**src/rtl/dmem_arbiter.sv**
```systemverilog
// dmem_arbiter: round-robin data-memory arbiter with per-core lock and lock timeout
module dmem_arbiter #(
   parameter int NUM_CORES = 4,
   parameter int LOCK_MAX  = 64
) (
   input  logic                    Clk,
   input  logic                    Rst_n,
   input  logic [NUM_CORES-1:0]    Core_MemRead,
   input  logic [NUM_CORES-1:0]    Core_MemWrite,
   input  logic [NUM_CORES-1:0]    Core_HalfControl,
   input  logic [NUM_CORES-1:0]    Core_ByteControl,
   input  logic [NUM_CORES-1:0]    Core_Lock,
   input  logic [32*NUM_CORES-1:0] Core_Address,
   input  logic [32*NUM_CORES-1:0] Core_WriteData,
   output logic [NUM_CORES-1:0]    Core_Grant,
   output logic [NUM_CORES-1:0]    Core_Stall,
   output logic [31:0]             Core_ReadData,
   output logic [31:0]             Mem_Address,
   output logic [31:0]             Mem_WriteData,
   output logic                    Mem_MemRead,
   output logic                    Mem_MemWrite,
   output logic                    Mem_HalfControl,
   output logic                    Mem_ByteControl,
   input  logic [31:0]             Mem_ReadData,
   output logic                    Lock_Active,
   output logic [2:0]              Lock_Owner
);
   localparam int CW = $clog2(LOCK_MAX + 1);

   logic [2:0]    rr_ptr, gnt_idx, relock_core;
   logic [CW-1:0] lock_cnt;
   logic          no_relock, gnt_any, acquire;
   logic [7:0]    req_x, lock_x, rd_x, wr_x, hc_x, bc_x;

   function automatic logic [2:0] nxt(input logic [2:0] i);
      return (int'(i) == NUM_CORES - 1) ? 3'd0 : i + 3'd1;
   endfunction

   // vectors padded to 8 so a 3-bit index never selects past the end
   always_comb begin
      req_x   = 8'(Core_MemRead | Core_MemWrite);
      lock_x  = 8'(Core_Lock);
      rd_x    = 8'(Core_MemRead);
      wr_x    = 8'(Core_MemWrite);
      hc_x    = 8'(Core_HalfControl);
      bc_x    = 8'(Core_ByteControl);
      gnt_idx = Lock_Active ? Lock_Owner : 3'd0;
      gnt_any = Lock_Active ? req_x[Lock_Owner] : 1'b0;
      if (!Lock_Active)
         for (int i = NUM_CORES - 1; i >= 0; i--)
            if (req_x[3'((int'(rr_ptr) + i) % NUM_CORES)]) begin
               gnt_any = 1'b1;
               gnt_idx = 3'((int'(rr_ptr) + i) % NUM_CORES);
            end
      acquire = gnt_any & ~Lock_Active & lock_x[gnt_idx] & ~(no_relock & (relock_core == gnt_idx));
   end

   always_comb begin
      Core_Grant = '0;
      for (int k = 0; k < NUM_CORES; k++)
         Core_Grant[k] = gnt_any & (gnt_idx == 3'(k));
      Core_Stall      = req_x[NUM_CORES-1:0] & ~Core_Grant;
      Mem_MemWrite    = gnt_any & wr_x[gnt_idx];
      Mem_MemRead     = gnt_any & rd_x[gnt_idx] & ~wr_x[gnt_idx];
      Mem_HalfControl = gnt_any & hc_x[gnt_idx];
      Mem_ByteControl = gnt_any & bc_x[gnt_idx];
      Mem_Address     = gnt_any ? Core_Address[32*int'(gnt_idx) +: 32] : 32'd0;
      Mem_WriteData   = gnt_any ? Core_WriteData[32*int'(gnt_idx) +: 32] : 32'd0;
      Core_ReadData   = Mem_MemRead ? Mem_ReadData : 32'd0;
   end

   always_ff @(posedge Clk or negedge Rst_n)
      if (!Rst_n) begin
         rr_ptr      <= '0;
         Lock_Active <= 1'b0;
         Lock_Owner  <= '0;
         lock_cnt    <= '0;
         no_relock   <= 1'b0;
         relock_core <= '0;
      end else if (Lock_Active) begin
         if (!lock_x[Lock_Owner] || lock_cnt == CW'(LOCK_MAX)) begin
            Lock_Active <= 1'b0;
            Lock_Owner  <= '0;
            lock_cnt    <= '0;
            rr_ptr      <= nxt(Lock_Owner);
            no_relock   <= lock_x[Lock_Owner];
            relock_core <= Lock_Owner;
         end else begin
            lock_cnt  <= lock_cnt + CW'(1);
            no_relock <= 1'b0;
         end
      end else begin
         no_relock <= 1'b0;
         if (acquire) begin
            Lock_Active <= 1'b1;
            Lock_Owner  <= gnt_idx;
            lock_cnt    <= CW'(1);
         end else if (gnt_any)
            rr_ptr <= nxt(gnt_idx);
      end
endmodule

```
**config.mk**
```make
export PLATFORM = sky130hd
export DESIGN_NAME = dmem_arbiter
export DESIGN_NICKNAME = d
export VERILOG_FILES = /design/src/rtl/dmem_arbiter.sv
export SDC_FILE = /design/constraint.sdc
export NUM_CORES = 1
export LEC_CHECK = 0
export BUFFER_PORTS_ARGS = -buffer_cell sky130_fd_sc_hd__buf_4
export CORE_AREA = 2 2 163 165
export CTS_BUF_LIST = sky130_fd_sc_hd__clkbuf_16
export DETAILED_ROUTE_END_ITERATION = 10
export DIE_AREA = 0 0 165 167
export GPL_TIMING_DRIVEN = 0
export PLACE_DENSITY_LB_ADDON = 0.1
export SLEW_MARGIN = 20
export SYNTH_ARGS = -nofsm -noshare
export SYNTH_HDL_FRONTEND = slang
export SYNTH_SLANG_ARGS = --single-unit
```
**constraint.sdc**
```tcl
create_clock -name Clk -period 3.4 [get_ports Clk]
set_input_delay 0.34 -clock Clk [delete_from_list [all_inputs] [get_ports Clk]]
set_output_delay 0.34 -clock Clk [all_outputs]
set_load 0.01 [all_outputs]
```
======== After elaboration in Yosys (flattened, before gate mapping) ========
Cells that the tools add are included.
storage, ports and cells
  register bits ........................... 17
  input port bits ......................... 310
cells by class
  add/sub/neg operators ................... 6
  magnitude comparators ................... 6
  eq/ne operators ......................... 9
  shift-type cells ........................ 2
  muxes and demuxes ....................... 57
  bitwise gates (word level) .............. 22
  reduce and logical (&&, ||, !) cells .... 11
operators by type and width
  kind                                                 count
  indexed part select 128 x 9 -> 32 bit                2
  2-to-1 mux 32 bit                                    3
  binary-select mux 1 bit (select 3 bit)               10
  2-to-1 mux 3 bit                                     9
  2-to-1 mux 1 bit                                     25
  2-to-1 mux 7 bit                                     3
  < comparator 3 x 5 -> 1 bit, second input constant   3
  bitwise AND 1 bit                                    13
  2-to-1 mux 2 bit                                     6
  < comparator 3 x 4 -> 1 bit, second input constant   2
  adder 7 x 1 -> 7 bit, second input constant          1
  equality test 7 bit, second input constant           1
  adder 2 x 1 -> 2 bit, second input constant          3
  equality test 3 x 2 -> 1 bit, second input constant  2
  equality test 3 bit, second input constant           2
  OR reduction 2 bit                                   3
  adder 2 bit, second input constant                   2
  bitwise AND 4 bit                                    1
  < comparator 2 x 4 -> 1 bit, second input constant   1
  inverter 4 bit                                       1
  OR 4 bit                                             1
  AND reduction 2 bit                                  2
  nonzero test 2 bit                                   2
  bitwise AND 1 bit, first input constant              3
  10 further kinds                                     12

======== Depth between registers and ports, before layout ========
Gate-level depths: netlist of run 1.
  depth after elaboration ................. 17
  depth in mapped cells ................... 13

======== Worst setup path before layout of run 1 ========
OpenSTA, ideal clock, no wires.
  kind .................................... input port to output port
  from .................................... in Core_MemRead[1]
  to ...................................... out Core_ReadData[23]
  data arrival time ....................... 2383 ps
  setup slack ............................. 677 ps
  stages .................................. 10
  cells stage by stage .................... or4_1 o31ai_1 o211a_1 o21ai_1 buf_6 inv_8 mux2i_1 a211oi_4 buf_6 nor3b_1
between the ends
  longest elaborated chain between the ends .. 14
  elaborated cells on any way between the ends .. 33
  those cells by class .................... mux: 29; bitwise: 4
RTL lines
  what                                                  RTL line  RTL
  from (decl)                                           8         input logic [NUM_CORES-1:0] Core_MemRead,
  OR 4 bit                                              41        req_x = 8'(Core_MemRead | Core_MemWrite);
  binary-select mux 1 bit (select 3 bit)                51        if (req_x[3'((int'(rr_ptr) + i) % NUM_CORES)]) begin
  2-to-1 mux 1 bit (implied by the code) (2 in series)  51
  2-to-1 mux 3 bit (4 in series)                        51
  2-to-1 mux 3 bit                                      49        if (!Lock_Active)
  binary-select mux 1 bit (select 3 bit)                64        Mem_MemRead = gnt_any & rd_x[gnt_idx] & ~wr_x[gnt_idx];
  2-to-1 mux 1 bit (implied by the code)                64
  bitwise AND 1 bit or inverter 1 bit (tied branches)   64
  bitwise AND 1 bit (*)                                 64
  2-to-1 mux 32 bit (*)                                 69        Core_ReadData = Mem_MemRead ? Mem_ReadData : 32'd0;
  to (decl)                                             17        output logic [31:0] Core_ReadData,
Mark *: on every way between the ends. The rest lies on a longest branch, timed or not. The select of a mux whose other input is x is not followed.

======== Worst setup path in the final report of run 1 ========
  from .................................... reg rr_ptr[0]
  to ...................................... out Core_ReadData[13]
between the ends
  longest elaborated chain between the ends .. 16
  elaborated cells on any way between the ends .. 38
  those cells by class .................... add/sub: 3; mux: 26; bitwise: 6; reduce/logical: 3
RTL lines
  what                                                  RTL line  RTL
  from (decl)                                           30        logic [2:0] rr_ptr, gnt_idx, relock_core;
  from (signal assigned)                                85        rr_ptr <= nxt(Lock_Owner);
  from (signal assigned)                                99        rr_ptr <= nxt(gnt_idx);
  adder 2 bit                                           51, 53
  OR reduction 2 bit (no source line)                   -
  bitwise AND 1 bit (no source line)                    -
  binary-select mux 1 bit (select 3 bit)                51
  2-to-1 mux 1 bit (implied by the code) (2 in series)  51
  2-to-1 mux 3 bit (4 in series)                        51
  2-to-1 mux 3 bit                                      49
  binary-select mux 1 bit (select 3 bit)                64
  2-to-1 mux 1 bit (implied by the code)                64
  bitwise AND 1 bit or inverter 1 bit (tied branches)   64
  bitwise AND 1 bit (*)                                 64
  2-to-1 mux 32 bit (*)                                 69
Marked as above.

==> flow_summary.json, run 1 <==
{
  "numCtsBuffers": 3,
  "io_pins": 422,
  "initialDrtViolationCount": 341,
  "clk_pin_slew_ps": 50,
  "hpwl_mm": 24.6,
  "critPathRequiredTime_ps": 3060,
  "vias_per_cell": 4.43,
  "grt_overflow_total": 0,
  "crit_start": "rr_ptr[0]$_DFFE_PN0P_",
  "cts.sinks": 17,
  "grt_antenna_before_repair": 3,
  "yosysSeqAreaShare": 0.106,
  "crit_end": "Core_ReadData[13]",
  "slew_viol_final": 0,
  "syn_inst": 716,
  "gp_congestion": 0.873,
  "critPathArrivalTime_ps": 2910,
  "power_leakage_nw": 4.19,
  "initial_utilization": 0.156,
  "vias": 6590,
  "hold_violations": 0,
  "crit_chain": "clkbuf_4 > o21bai_2 > o311ai_0 > a21o_1 > o21ai_1 > buf_6 > buf_4 > a211oi_2 > a211oi_4 > buf_12 > buf_6 > nor3b_1 > buf_4",
  "rsz0062_at_grt": "no",
  "drt_pass1_iterations": 5,
  "grt_usage": 0.198,
  "cts.path.max_buffers": 2,
  "r2r_cells": 11,
  "syn2layout_area_growth_pct": 96.3,
  "insertion_delay_ps": 250,
  "fin_ws_ps": 153,
  "cellPowerDensity_nw_per_um2": 1070,
  "io_buffers": 421,
  "max_cap_violations": 0,
  "seq_area_um2": 427,
  "totalWireLength_mm": 29.1,
  "finalSetupViolCount": 0,
  "avgSynthCellArea_um2": 5.60,
  "wl_per_cell_um": 19.6,
  "grt_start_max_net_pins": 18,
  "fin_area_um2": 7870,
  "r2r-end": "lock_cnt[1]$_DFFE_PN0P_",
  "synth_area_um2": 4010,
  "layout.nets": 1469,
  "crit_fanout": 10,
  "synth_cell_types": 56,
  "ys.flop_type": "dfrtp_1",
  "final_layout_size_suffix_gt1_frac": 0.435,
  "skew_ps": 1.07,
  "cts-root-buf": "clkbuf_16",
  "final_util": 0.306,
  "fin_crit_sh": 0.955,
  "critPathLaunchType": "register",
  "n_fill_cell": 2959,
  "htree_levels": 1,
  "ant_nets": 0,
  "syn_nets": 1033,
  "drc": 0,
  "grt_pass1_wl_mm": 41.1,
  "synthArstFlopShare": 1.00,
  "cts_tree": "done",
  "multi_input_area_um2": 3310,
  "critPathSlowestCell": "dfrtp_1",
  "die_w_um": 165,
  "coreArea_um2": 25800,
  "reg2reg_from": "rr_ptr[0]$_DFFE_PN0P_",
  "status": "finished, final reports clean",
  "hp-class": "reg2reg",
  "maxSlewHeadroom": 0.590,
  "cp-end-kind": "primary output",
  "tightest_slew_ps": 615,
  "synth_edf_count": 0,
  "max_clock_freq_mhz": 308,
  "ys_ff_latch": 17,
  "ir_worst_vdd_mv": 0.543,
  "die_y_um": 167,
  "grt_pass1_vias": 6581,
  "place_area_um2": 7590,
  "hold_slack_ps": 466,
  "yosysWarnings": 0,
  "finalCriticalPeriod_ps": 3250,
  "dp_slack_ps": -224,
  "r2r_slack_ps": 610,
  "path_class": "reg2out",
  "max_stage_delay_ps": 350,
  "fp-row-count": 59,
  "dieArea_um2": 27600
}
layout by cell type (no fill, tap or decap), types with 6 or more instances in the layout:
cell	n
ha_1	7
mux2i_1	6
buf_2	17
buf_4	429
and3_1	69
nand3_1	138
nor3b_1	29
dfrtp_1	16
nor2_1	16
buf_6	8
a21oi_1	6
clkbuf_2	11
nand2_1	280
clkbuf_1	20
inv_1	7
o21ai_0	6
cells in the mapped netlist, types with 3 or more instances:
library cell	number	area, µm²
and3_1	69	432
inv_1	6	22.5
and2_1	5	31.3
o21ai_0	6	30.0
clkbuf_1	29	109
buf_6	4	45.0
or2_2	5	31.3
nor2_1	17	63.8
ha_1	7	87.6
dfrtp_1	17	425
a21oi_1	6	30.0
a21o_1	4	30.0
mux2_2	4	45.0
a32o_1	3	30.0
nand3_1	138	691
nor3b_1	33	248
a31o_2	3	26.3
buf_2	16	80.1
buf_1	12	45.0
mux2i_1	6	60.1
nand2_1	280	1050
critical path, delay by kind of cell, from the launching register on:
kind / cells / cell delay [ps]
DFF: 1 / 350
buffers and inverters: 6 / 980
AOI/OAI and AO/OA: 6 / 1050
and+or+nand+nor: 1 / 280
cell type report:
type / instances / area share
Clock buffer: 3 / 0.00954
Inverter: 9 / 0.00604
Timing Repair Buffer: 431 / 0.413
Buffer: 61 / 0.0420
Multi-Input combinational cell: 629 / 0.420
Antenna cell: 3 / 0.000954
Tap cell: 335 / 0.0533
Sequential cell: 17 / 0.0542
Clock inverter: 1 / 0.000477
timing repair:
action                                  4_1_cts  5_1_grt
endpoints found under the setup margin      107      105
setup buffers                                 3        4
pin swaps                                     0        4
gates resized for setup                      18       35
endpoints found under the hold margin        17        0
hold buffers                                  1        0
cloned                                        0        2
per-stage QoR:
stage,TNS [ps],power [mW],cells
floorplan,0,4.46,716
global placement,-7700,7.99,1472
detailed placement,-6990,7.95,1472
CTS,0,8.32,1480
global route,0,9.17,1489
finish,0,8.42,1489
registers in the layout, summed over array words and instances (netlist names):
signal	cells
Lock_Active	1
relock_core	3
Lock_Owner	3
no_relock	1
rr_ptr	2
lock_cnt	7
cell families after synthesis:
kind of cell,synth area share
xor gates and xnor gates,0.00219
and+or+nand+nor,0.663
buffers and inverters,0.0799
DFF,0.106
muxes,0.0403
adders and majority gates,0.0218
AOI/OAI and AO/OA,0.0868
how the worst min path moves through the flow:
| stage | start | end | slack (ps) | depth (start not counted) |
|---|---|---|---|---|
| floorplan | Rst_n | Lock_Active$_DFF_PN0_ | 40 | 0 |
| global placement | Rst_n | Lock_Active$_DFF_PN0_ | 220 | 1 |
| detailed placement | Rst_n | rr_ptr[0]$_DFFE_PN0P_ | 230 | 1 |
| CTS | relock_core[2]$_DFFE_PN0P_ | relock_core[2]$_DFFE_PN0P_ | 470 | 1 |
| global route | relock_core[2]$_DFFE_PN0P_ | relock_core[2]$_DFFE_PN0P_ | 500 | 1 |
| finish | relock_core[2]$_DFFE_PN0P_ | relock_core[2]$_DFFE_PN0P_ | 470 | 1 |
power by group:
part / switching [mW] / internal (mW)
Clock: 0.0771 / 0.156
Sequential: 0.0705 / 0.259
Combinational: 4.48 / 3.38
per-layer routing:
metal  GRT usage  vias up  part of all wire
met4      0.0374        0             0.016
met2       0.368      281              0.52
met5           0        -                 0
met1       0.228     2977              0.38
met3      0.0466       18             0.076
li1            -     3314                 -
(Power assumes the default switching activity.)
==> inputs of run 2 (changes only) <==
==> constraint.sdc (replaced) <==
create_clock -name Clk -period 3.4 [get_ports Clk]
set_input_delay 0.17 -clock Clk [delete_from_list [all_inputs] [get_ports Clk]]
set_output_delay 0.17 -clock Clk [all_outputs]
set_load 0.01 [all_outputs]
==> run 2 against run 1 <==
Compared with the run above: clock power hardly changed; register-to-register slack worse by 140 ps; non-clock buffer count decreased by 5; count of clock-buffer cells in the layout unchanged; flip-flop and latch count unchanged; clock skew increased by 0.57 ps; largest power group unchanged.
==> flow_summary.json, run 2 (synthesis gave the netlist of run 1 again) <==
{
  "coreArea_um2": 25800,
  "max_cap_violations": 0,
  "syn2layout_area_growth_pct": 93.5,
  "die_y_um": 167,
  "crit_start": "rr_ptr[0]$_DFFE_PN0P_",
  "htree_levels": 1,
  "vias": 6557,
  "layout.nets": 1464,
  "stdcell_count": 1484,
  "cts_tree": "done",
  "fp-row-count": 59,
  "finalSetupViolCount": 0,
  "io_pins": 422,
  "critPathRequiredTime_ps": 3230,
  "ant_nets": 0,
  "numCtsBuffers": 3,
  "grt_overflow_total": 0,
  "drc": 0,
  "fin_crit_sh": 0.942,
  "gp_congestion": 0.873,
  "reg2reg_from": "rr_ptr[0]$_DFFE_PN0P_",
  "top_register": "lock_cnt",
  "dp_cells": 1472,
  "slew_viol_final": 0,
  "crit_fanout": 10,
  "cts.path.max_buffers": 2,
  "drt_pass1_iterations": 5,
  "maxSlewHeadroom": 0.548,
  "multi_input_area_um2": 3290,
  "dieArea_um2": 27600,
  "initial_utilization": 0.156,
  "finalCriticalPeriod_ps": 3200,
  "die_w_um": 165,
  "cts.sinks": 17,
  "tns_ps": 0,
  "tightest_slew_ps": 678,
  "power_leakage_nw": 4.11,
  "hpwl_mm": 24.6,
  "fin_area_um2": 7760,
  "hold_violations": 0,
  "vias_per_cell": 4.42,
  "cts-root-buf": "clkbuf_16",
  "cellPowerDensity_nw_per_um2": 1060,
  "ir_worst_vdd_mv": 0.404,
  "final_cell_mix": "426 x buf_4, 280 x nand2_1, 138 x nand3_1, 69 x and3_1, 30 x nor3b_1",
  "grt_antenna_before_repair": 3,
  "grt_pass1_vias": 6560,
  "max_clock_freq_mhz": 312,
  "grt_pass1_wl_mm": 41.0,
  "final_layout_size_suffix_gt1_frac": 0.419,
  "skew_ps": 1.64,
  "critPathArrivalTime_ps": 3030,
  "insertion_delay_ps": 250,
  "layout_commonest_cell": "buf_4",
  "clk_pin_slew_ps": 50,
  "rsz0062_at_grt": "no",
  "status": "finished, final reports clean",
  "critPathLaunchType": "register",
  "final_util": 0.301,
  "n_fill_cell": 2959,
  "hold_slack_ps": 325,
  "cp-end-kind": "primary output",
  "hp-class": "in2async",
  "wl_per_cell_um": 19.5,
  "totalWireLength_mm": 28.9,
  "place_area_um2": 7590,
  "seq_area_um2": 425,
  "initialDrtViolationCount": 353,
  "largest_reg_flops": 7,
  "io_buffers": 421,
  "path_class": "reg2out",
  "grt_start_max_net_pins": 18,
  "grt_usage": 0.198,
  "reg_top3": "lock_cnt: 7 flops, Lock_Owner: 3 flops, relock_core: 3 flops"
}
[run 2: cell types whose count changed in the layout (fill, tap and decap cells not counted), moves of 2 or more]
cell      change
buf_1         +4
clkbuf_1      +7
buf_6         -4
buf_2         -2
clkbuf_2      -5
buf_4         -3
[run 2: final timing paths]
path / slack (ps) / cells past startpoint / to
max in group asynchronous: 2880 / 2 / relock_core[0]$_DFFE_PN0P_
setup reg to reg: 470 / 13 / rr_ptr[0]$_DFFE_PN0P_
hold reg to reg: 470 / 1 / relock_core[2]$_DFFE_PN0P_
setup / recovery: 200 / 12 / Core_ReadData[29]
hold / removal: 330 / 2 / Lock_Active$_DFF_PN0_
min in group Clk: 460 / 3 / no_relock$_DFF_PN0_
[run 2: metal layers]
metal | track usage | vias to the layer above | wire length, µm
met4 | 0.0374 | 0 | 459
met3 | 0.0466 | 18 | 2310
met1 | 0.228 | 2951 | 11000
met5 | 0 | - | 0
met2 | 0.367 | 281 | 15100
li1 | - | 3307 | -
[run 2: cell type report]
type	instances	share of cell area
diodes	3	0.000968
plain buffers	61	0.0377
clock buffers	3	0.00968
clock inverters	1	0.000484
inverters	9	0.00532
multi-input cells	629	0.424
flip-flops and latches	17	0.0548
well taps	335	0.0540
repair buffers	426	0.413
[run 2: what timing repair did]
item / 4_1_cts / 5_1_grt
hold buffers: 1 / 0
setup buffers: 0 / 4
endpoints found under the setup margin: 50 / 84
gates cloned: 0 / 0
pin swaps: 0 / 1
endpoints found under the hold margin: 17 / 0
resized for setup: 4 / 11
[run 2: report_power, final]
part / internal [mW] / switching, mW / total (mW)
logic: 3.22 / 4.42 / 7.64
clock network: 0.156 / 0.0774 / 0.234
registers: 0.258 / 0.0697 / 0.327
[run 2: stage by stage]
step / total power [mW] / setup slack [ps]
floorplan: 4.46 / 748
CTS: 8.22 / 4.53
global placement: 7.99 / 0.772
global route: 8.96 / 1.22
detailed placement: 7.95 / -33.2
finish: 8.20 / 197
[run 2: worst max-delay path, cell delays in order (launching register included)]
cell,delay [ps]
dfrtp_1,310
buf_2,220
o21bai_1,200
o311ai_0,190
a21o_1,270
o21ai_1,190
buf_6,180
inv_8,70
o211ai_1,280
o211ai_4,170
buf_2,250
nor3b_1,270
buf_4,180
==> inputs of run 3 (changes only) <==
--- a/config.mk
+++ b/config.mk
@@ -5,6 +5,7 @@
 export SDC_FILE = /design/constraint.sdc
 export NUM_CORES = 1
 export LEC_CHECK = 0
+export ABC_AREA = 1
 export BUFFER_PORTS_ARGS = -buffer_cell sky130_fd_sc_hd__buf_4
 export CORE_AREA = 2 2 163 165
 export CTS_BUF_LIST = sky130_fd_sc_hd__clkbuf_16
==> run 3 against run 2 <==
Compared with the run above: final area is 1.0% lower; sequential power is 3% lower; wire length is 2.0% higher; highest routed layer unchanged; core utilization is 0.30 points lower; first-iteration DRC count is 8.5% higher; cell count is 6.4% higher.
==> flow_summary.json, run 3 <==
{
  "crit_fanout": 10,
  "finalCriticalPeriod_ps": 3210,
  "synth_common_cells": "322 x nor2_1, 88 x o21ai_0, 85 x nand2_1",
  "syn_inst": 814,
  "critPathTopFamily": "buffers and inverters",
  "max_clock_freq_mhz": 312,
  "synth_edf_count": 0,
  "cts.sinks": 17,
  "cts-root-buf": "clkbuf_16",
  "grt_pass1_vias": 6360,
  "die_w_um": 165,
  "yosysSeqAreaShare": 0.106,
  "die_y_um": 167,
  "grt_usage": 0.198,
  "grt_antenna_before_repair": 4,
  "layout_commonest_cell": "buf_4",
  "htree_levels": 1,
  "vias_per_cell": 4.26,
  "hp-class": "in2async",
  "top_register": "lock_cnt",
  "final_util": 0.298,
  "grt_overflow_total": 0,
  "drc": 0,
  "numCtsBuffers": 3,
  "yosys.area.top_type": "nor2_1",
  "synth.most_common_cell": "nor2_1",
  "skew_ps": 3.57,
  "yosys-top-cells-area": "nor2_1 30%, o21ai_0 11%, dfrtp_1 11%",
  "final_cell_mix": "429 x buf_4, 322 x nor2_1, 88 x o21ai_0, 85 x nand2_1, 69 x a21oi_1",
  "ant_nets": 0,
  "cts.path.max_buffers": 2,
  "ys.flop_type": "dfrtp_1",
  "path_class": "reg2out",
  "avgSynthCellArea_um2": 4.91,
  "reg_top3": "lock_cnt: 7 flops, Lock_Owner: 3 flops, relock_core: 3 flops",
  "critPathLaunchType": "register",
  "tightest_slew_ps": 763,
  "fp-row-count": 59,
  "max_stage_delay_ps": 390,
  "synth_area_um2": 4000,
  "slew_viol_final": 0,
  "yosysWarnings": 0,
  "max_cap_violations": 0,
  "gp_congestion": 0.871,
  "vias": 6731,
  "status": "finished, final reports clean",
  "synthArstFlopShare": 1.00,
  "cp_num_buf_inv": 5,
  "syn2layout_area_growth_pct": 92.1,
  "drt_pass1_iterations": 5,
  "totalWireLength_mm": 29.4,
  "reg2reg_from": "rr_ptr[0]$_DFFE_PN0P_",
  "maxSlewHeadroom": 0.491,
  "crit_chain": "buf_6 > inv_6 > nand2_1 > nand2_2 > nand3_2 > nand2_1 > nand3_1 > nand2_1 > nand2_1 > nand2_2 > nand2_2 > buf_6 > clkbuf_1 > nor2_1 > o21ai_0 > a21oi_1 > buf_4",
  "r2r-end": "rr_ptr[1]$_DFFE_PN0P_",
  "dp_cells": 1570,
  "grt_start_max_net_pins": 18,
  "layout.nets": 1558,
  "io_pins": 422,
  "coreArea_um2": 25800,
  "wl_per_cell_um": 18.6,
  "initial_utilization": 0.155,
  "finalSetupViolCount": 0,
  "cts_tree": "done",
  "tns_ps": 0,
  "rsz0062_at_grt": "no",
  "p_total_mw": 9.24,
  "initialDrtViolationCount": 383,
  "hpwl_mm": 24.9,
  "cp-end-kind": "primary output",
  "r2r_slack_ps": 720,
  "stdcell_count": 1579,
  "ir_worst_vdd_mv": 0.458,
  "r2r_cells": 18,
  "fin_crit_sh": 0.944,
  "final_layout_size_suffix_gt1_frac": 0.385,
  "grt_pass1_wl_mm": 41.0,
  "synthDominantCellAreaShare": 0.302,
  "dieArea_um2": 27600,
  "critPathRequiredTime_ps": 3230,
  "cellPowerDensity_nw_per_um2": 1200,
  "synth_cell_types": 32,
  "critPathSlowestCell": "a21oi_1",
  "post_cts_buffers": 0,
  "hold_violations": 0,
  "power_leakage_nw": 4.09,
  "crit_top_cell": "nand2_1",
  "ys_ff_latch": 17,
  "insertion_delay_ps": 250,
  "clk_pin_slew_ps": 60,
  "io_buffers": 421,
  "critPathArrivalTime_ps": 3040,
  "syn_nets": 1131,
  "largest_reg_flops": 7
}
==> run 3: cell families (layout without fill, tap and decap cells) <==
kind of cell    count (synthesis)  in the layout  synth area share
other cells                     0              4                 0
compound gates                213            213             0.269
flops                          17             17             0.106
simple gates                  453            453             0.451
buf+inv                       120            546             0.143
xor+xnor                        4              4           0.00877
fa+ha+maj                       7              7            0.0219
==> run 3: per-layer routing <==
metal  vias up  track usage  wire [µm]
met5         -            0          0
met4         0       0.0416        512
li1       3451            -          -
met2       250        0.352      14600
met3        24       0.0483       2540
met1      3006        0.241      11800
==> run 3: worst max path at each step <==
stage                           from                end  slack, ps  depth (start not counted)
4_1_cts        rr_ptr[0]$_DFFE_PN0P_      Core_Stall[3]        170                         20
6_report       rr_ptr[0]$_DFFE_PN0P_  Mem_WriteData[16]        190                         17
2_1_floorplan  rr_ptr[0]$_DFFE_PN0P_      Core_Stall[3]       1030                         19
3_5_place_dp        Core_MemWrite[3]      Core_Stall[3]        290                         18
3_3_place_gp        Core_MemWrite[3]      Core_Stall[3]        270                         18
5_1_grt        rr_ptr[0]$_DFFE_PN0P_      Core_Stall[3]         10                         20
==> run 3: layout make-up <==
| type | count | area, µm² |
|---|---|---|
| fill | 3039 | 18100 |
| timing repair buffer | 422 | 3170 |
| multi-input combinational | 677 | 3000 |
| sequential | 17 | 425 |
| tap | 335 | 419 |
| buffer | 57 | 328 |
| inverter | 63 | 244 |
| clock buffer | 3 | 75.1 |
| antenna | 4 | 10.0 |
| clock inverter | 1 | 5.00 |
==> run 3: where the power goes <==
group | total (mW) | leakage [nW] | internal [mW] | switching [mW]
logic | 8.69 | 3.83 | 3.43 | 5.26
registers | 0.316 | 0.226 | 0.257 | 0.0586
clock network | 0.241 | 0.0409 | 0.158 | 0.0835
total | 9.24 | 4.09 | 3.84 | 5.40
==> run 3: timing repair <==
item / in CTS / in global routing
endpoints found under the setup margin: 0 / 1
endpoints found under the hold margin: 17 / 0
hold buffers: 1 / 0
gates resized for setup: 0 / 2
==> run 3: metrics by stage <==
stage          setup slack (ps)  hold slack (ps)  cell area, µm²
3_5_place_dp                289             56.5            7580
4_1_cts                     171              334            7670
2_1_floorplan              1030             -126            4000
6_report                    191              325            7680
3_3_place_gp                269             57.8            7580
5_1_grt                    12.3              342            7680
